==> config.mk <==
export PLATFORM = sky130hd
export DESIGN_NAME = store_buffer
export DESIGN_NICKNAME = d
export VERILOG_FILES = /design/src/rtl/store_buffer.sv
export SDC_FILE = /design/constraint.sdc
export NUM_CORES = 1
export LEC_CHECK = 0
export CORE_UTILIZATION = 60
export CTS_CLUSTER_SIZE = 16
export DETAILED_ROUTE_END_ITERATION = 10
export DONT_BUFFER_PORTS = 1
export PLACE_DENSITY_LB_ADDON = 0.2
export SYNTH_ARGS = -nofsm -noshare
export SYNTH_HDL_FRONTEND = slang
export SYNTH_SLANG_ARGS = --single-unit
export TNS_END_PERCENT = 30
==> constraint.sdc <==
create_clock -name clk -period 4.8 [get_ports clk]
set_input_delay 0.96 -clock clk [delete_from_list [all_inputs] [get_ports clk]]
set_output_delay 0.96 -clock clk [all_outputs]
set_load 0.02 [all_outputs]
==> src/rtl/store_buffer.sv <==
// -----------------------------------------------------------------------------
// store_buffer
//   Owns the data memory unit's single address/data port on behalf of the MEM
//   stage. Stores are queued in a small FIFO and retired one per cycle whenever
//   a load does not need the port. Loads go straight through with zero latency
//   unless they word-alias a queued store, in which case they stall until the
//   aliasing entries have drained.
//
// Ports
//   clk, rst_n        clock, asynchronous active-low reset
//   req_valid         MEM stage presents a memory op this cycle
//   req_write         1 = store, 0 = load
//   req_addr          byte address
//   req_wdata         unaligned store data
//   req_ctrl          size/sign code forwarded to the memory unit
//   fence             hold the pipeline until the buffer is empty
//   req_ready         op accepted this cycle (0 = stall)
//   load_data         load result, valid with load_valid
//   load_valid        load completed this cycle
//   mem_address       memory unit address
//   mem_write_data    memory unit write data
//   mem_ctrl          memory unit DATAMEMControl
//   mem_write_enable  memory unit write enable
//   mem_read_data     memory unit combinational read data
//   empty             no queued stores
//   count             number of queued stores
// -----------------------------------------------------------------------------
module store_buffer #(
    parameter int DATA_WIDTH    = 32,
    parameter int ADDRESS_WIDTH = 32,
    parameter int DEPTH         = 4
) (
    input  logic                     clk,
    input  logic                     rst_n,
    input  logic                     req_valid,
    input  logic                     req_write,
    input  logic [ADDRESS_WIDTH-1:0] req_addr,
    input  logic [DATA_WIDTH-1:0]    req_wdata,
    input  logic [2:0]               req_ctrl,
    input  logic                     fence,
    output logic                     req_ready,
    output logic [DATA_WIDTH-1:0]    load_data,
    output logic                     load_valid,
    output logic [ADDRESS_WIDTH-1:0] mem_address,
    output logic [DATA_WIDTH-1:0]    mem_write_data,
    output logic [2:0]               mem_ctrl,
    output logic                     mem_write_enable,
    input  logic [DATA_WIDTH-1:0]    mem_read_data,
    output logic                     empty,
    output logic [$clog2(DEPTH):0]   count
);

    localparam int PW = $clog2(DEPTH);
    localparam int CW = PW + 1;
    localparam logic [CW-1:0] DEPTH_C = CW'(DEPTH);

    logic [ADDRESS_WIDTH-1:0] addr_q [DEPTH];
    logic [DATA_WIDTH-1:0]    data_q [DEPTH];
    logic [2:0]               ctrl_q [DEPTH];

    logic [PW-1:0] head;
    logic [PW-1:0] tail;
    logic [PW-1:0] offset;

    logic is_load;
    logic is_store;
    logic not_empty;
    logic full;
    logic fence_block;
    logic match_any;
    logic hit;
    logic load_go;
    logic drain;
    logic enq;

    assign is_load     = req_valid & ~req_write;
    assign is_store    = req_valid &  req_write;
    assign not_empty   = (count != '0);
    assign full        = (count == DEPTH_C);
    // fence only holds the pipeline while something is still queued
    assign fence_block = fence & not_empty;

    // Word-granular alias check against every live entry. An entry is live
    // when its distance from head (mod DEPTH) is below count.
    always_comb begin
        match_any = 1'b0;
        offset    = '0;
        for (int i = 0; i < DEPTH; i++) begin
            offset = PW'(i) - head;
            if (({1'b0, offset} < count) &&
                (addr_q[i][ADDRESS_WIDTH-1:2] == req_addr[ADDRESS_WIDTH-1:2])) begin
                match_any = 1'b1;
            end
        end
    end

    assign hit     = is_load & match_any;
    assign load_go = is_load & ~hit & ~fence_block;
    // the port drains whenever a load is not using it
    assign drain   = ~load_go & not_empty;
    // full check uses the pre-edge count: no same-cycle bypass through a drain
    assign enq     = is_store & ~fence_block & ~full;

    always_comb begin
        if (!req_valid) begin
            req_ready = 1'b1;
        end else if (fence_block) begin
            req_ready = 1'b0;
        end else if (req_write) begin
            req_ready = ~full;
        end else begin
            req_ready = ~hit;
        end
    end

    // port arbitration: load first, then drain, otherwise idle
    always_comb begin
        mem_address      = '0;
        mem_write_data   = '0;
        mem_ctrl         = '0;
        mem_write_enable = 1'b0;
        load_data        = '0;
        load_valid       = 1'b0;
        if (load_go) begin
            mem_address = req_addr;
            mem_ctrl    = req_ctrl;
            load_data   = mem_read_data;
            load_valid  = 1'b1;
        end else if (drain) begin
            mem_address      = addr_q[head];
            mem_write_data   = data_q[head];
            mem_ctrl         = ctrl_q[head];
            mem_write_enable = 1'b1;
        end
    end

    // control state: pointers and occupancy
    always_ff @(posedge clk or negedge rst_n) begin
        if (!rst_n) begin
            head  <= '0;
            tail  <= '0;
            count <= '0;
        end else begin
            if (enq) begin
                tail <= tail + PW'(1);
            end
            if (drain) begin
                head <= head + PW'(1);
            end
            case ({enq, drain})
                2'b10:   count <= count + CW'(1);
                2'b01:   count <= count - CW'(1);
                default: count <= count;
            endcase
        end
    end

    // entry payload carries no reset; liveness is defined by head/count
    always_ff @(posedge clk) begin
        if (enq) begin
            addr_q[tail] <= req_addr;
            data_q[tail] <= req_wdata;
            ctrl_q[tail] <= req_ctrl;
        end
    end

    assign empty = (count == '0);

endmodule

==> metrics <==
R2R depth 15; Slew headroom 29.1%; synth warn 0; Placer Congestion 0.921; Antenna Cells 0; most used flip-flop cell after synthesis edfxtp_1; synthesized instance count 794; Die Area 21900 um^2; status finished clean; Power per Cell Area 556 nW/um^2; core area 21000 um^2; CP startpoint kind register; Detailed Routing Iterations Pass 1 5; Worst EP required 3.84 ns; largest net degree at the start of global routing 68; Die Wd 148 um; Setup Crit Path Kind register to output pin; Layout Nets 924; antenna-violating nets left 0; crit path buf inv count 2; Final TNS setup 0 ns; GRT overflow 0; Async SR Flop Fraction 2.55%; crit path DAT 3.66 ns; hold-fix buffers at CTS 0; Clk pin slew, worst setup/hold paths 0.06 ns; clock buffer depth 3; Slowest-stage cell, CP o21ai_4; Overall Global Routing Usage 25.2%; DRC 0; Layout Skew 0.0135 ns; first-pass GRT wire length 40800 um; Post-CTS Setup Bufs 0; slowest stage delay, CP 0.80 ns; Final HPWL DP 17700 um; Hold WC Path Type input pin to async pin; fmax 217 MHz; DIE HEIGHT 148 um; Slew Viols, Final 0; clock root buffer clkbuf_16; Initial Utilization 61.1%; drt wl/cell 24.5 um; R2R setup slack 0.65 ns; Max Cap Viol 0; worst path cell trace xnor2_1 -> inv_1 -> ha_1 -> a21oi_1 -> nand3_1 -> a2111oi_1 -> or4_4 -> o21ai_4 -> inv_1; Static Leak 4.95 nW; Area after DPL 13300 um^2; vias in the first global route 6970; Hold Vio Cnt, Final 0; CTS Buf Count 28; via count 6671; Final Setup Violations 0; Worst-Skew Late Latency 0.53 ns; Num Clock Sinks 275; fin crit period 4.62 ns; IO Pins 210; Area growth, synth to finish 10.7%; Post-Syn Area per Cell 16.1 um^2; layout cells sized above 1 19.7%; DR vias/cell 6.03; Slew @ Worst Pin 1.06 ns; Crit path max-delay family compound AO/OA/AOI/OAI gates; CP Max Fanout 34; 1st-iter DRT viols 490; CTS tree built; WL final 27100 um; Worst Setup End Kind output pin; Net Count, Synth 908; Post-synth EDFFs 268; Final Cell Area 14200 um^2; antenna violations before repair 0; H-tree depth 1; synthesized area 12800 um^2; Unique masters post-synth 34; post-synthesis sequential area ratio 64.2%; reg2reg end count[2]; unrepaired setup endpoints after global routing no; Synth Register Bits 275; Crit path top cell by count inv_1; crit share post-route 96.2%; RR Startpoint head[1]; port buffer count 0; Post-CTS Resized 0; FP Rows 53; Max IR drop VDD 0.363 mV
## per-stage QoR
step | hold WS (ns) | cells | power, W | util [%] | worst slack (ns)
2_1_floorplan | 0.580 | 794 | 0.00508 | - | 0.766
6_report | 0.123 | 1107 | 0.00787 | 67.6 | 0.181
3_3_place_gp | 0.602 | 1055 | 0.00578 | 63.3 | 0.532
5_1_grt | 0.101 | 1107 | 0.00821 | 67.6 | 0.00361
3_5_place_dp | 0.628 | 1055 | 0.00582 | 63.3 | 0.437
4_1_cts | 0.106 | 1107 | 0.00795 | 67.6 | 0.147
## metal layers
metal | vias to the layer above | track usage, % | part of all wire (%)
li1 | 2952 | - | -
met2 | 286 | 42.4 | 51
met3 | 41 | 5.28 | 7.8
met4 | 0 | 8.61 | 2.8
met5 | - | 0 | 0
met1 | 3392 | 33.0 | 39
## cell families after synthesis
logic type / Yosys count / share of synthesized area [%]
compound gates: 17 / 0.880
buf+inv: 107 / 3.82
simple gates: 155 / 6.73
mux: 103 / 14.6
xor+xnor: 127 / 8.69
fa+ha+maj: 10 / 1.04
flops: 275 / 64.2
## cells in the mapped netlist (9+ instances only)
cell type | count | area, um^2
mux2i_1 | 36 | 360
edfxtp_1 | 268 | 8050
clkbuf_1 | 18 | 67.6
xnor2_1 | 14 | 123
nand2_1 | 39 | 146
and2_1 | 36 | 225
buf_2 | 34 | 170
nor4_1 | 24 | 150
mux4_2 | 67 | 1510
inv_1 | 46 | 173
ha_1 | 9 | 113
nor2b_1 | 33 | 206
xor2_1 | 113 | 990
## how the worst max path moves through the flow
stage	from	end	slack, ns	cells past startpoint
floorplan	head[0]	mem_address[14]	0.77	11
global placement	req_addr[3]	count[2]	0.53	13
detailed placement	req_addr[30]	count[2]	0.44	13
CTS	head[1]	mem_write_enable	0.15	9
global route	head[1]	mem_write_enable	0.004	9
finish	head[1]	mem_write_enable	0.18	9
## cell usage in the layout (no fill, tap or decap), types with 2 or more instances in the layout
cell       synthesis  final
clkinv_1           1      7
clkinv_2           0      8
a21oi_1            7      7
o21ai_0            4      4
dfrtp_1            7      5
and2_1            36     32
nor2b_1           33     33
buf_4              2     41
nand4_1            5      5
clkbuf_1          18      5
nor2_1             2      2
nor4_1            24     24
and2_2             0      4
mux4_2            67     67
inv_1             46     46
buf_12             0      5
xnor2_1           14     14
xor2_1           113    113
edfxtp_1         268    268
bufinv_16          0      3
mux2i_1           36     36
nand3_1            8      8
nor3_1             5      5
ha_1               9      9
nand2_1           39     39
clkbuf_16          0     29
## sequential cells by signal, summed over array words and instances (netlist names)
signal	count
addr_q	128
data_q	128
ctrl_q	12
count	3
head	2
tail	2
## cell type report
| cell class | count | area, um^2 |
|---|---|---|
| fillers | 1423 | 6790 |
| repair buffers | 46 | 408 |
| multi-input cells | 412 | 4100 |
| well taps | 275 | 344 |
| inverters | 47 | 176 |
| flip-flops and latches | 275 | 8230 |
| clock inverters | 18 | 164 |
| clock buffers | 34 | 744 |
## report_power, final
group	total [W]	switching [W]	internal, W
combinational	0.00272	0.00158	0.00114
sequential	0.00303	0.000164	0.00287
clock	0.00212	0.000859	0.00126
No activity file was read; power rests on OpenSTA's default activity.
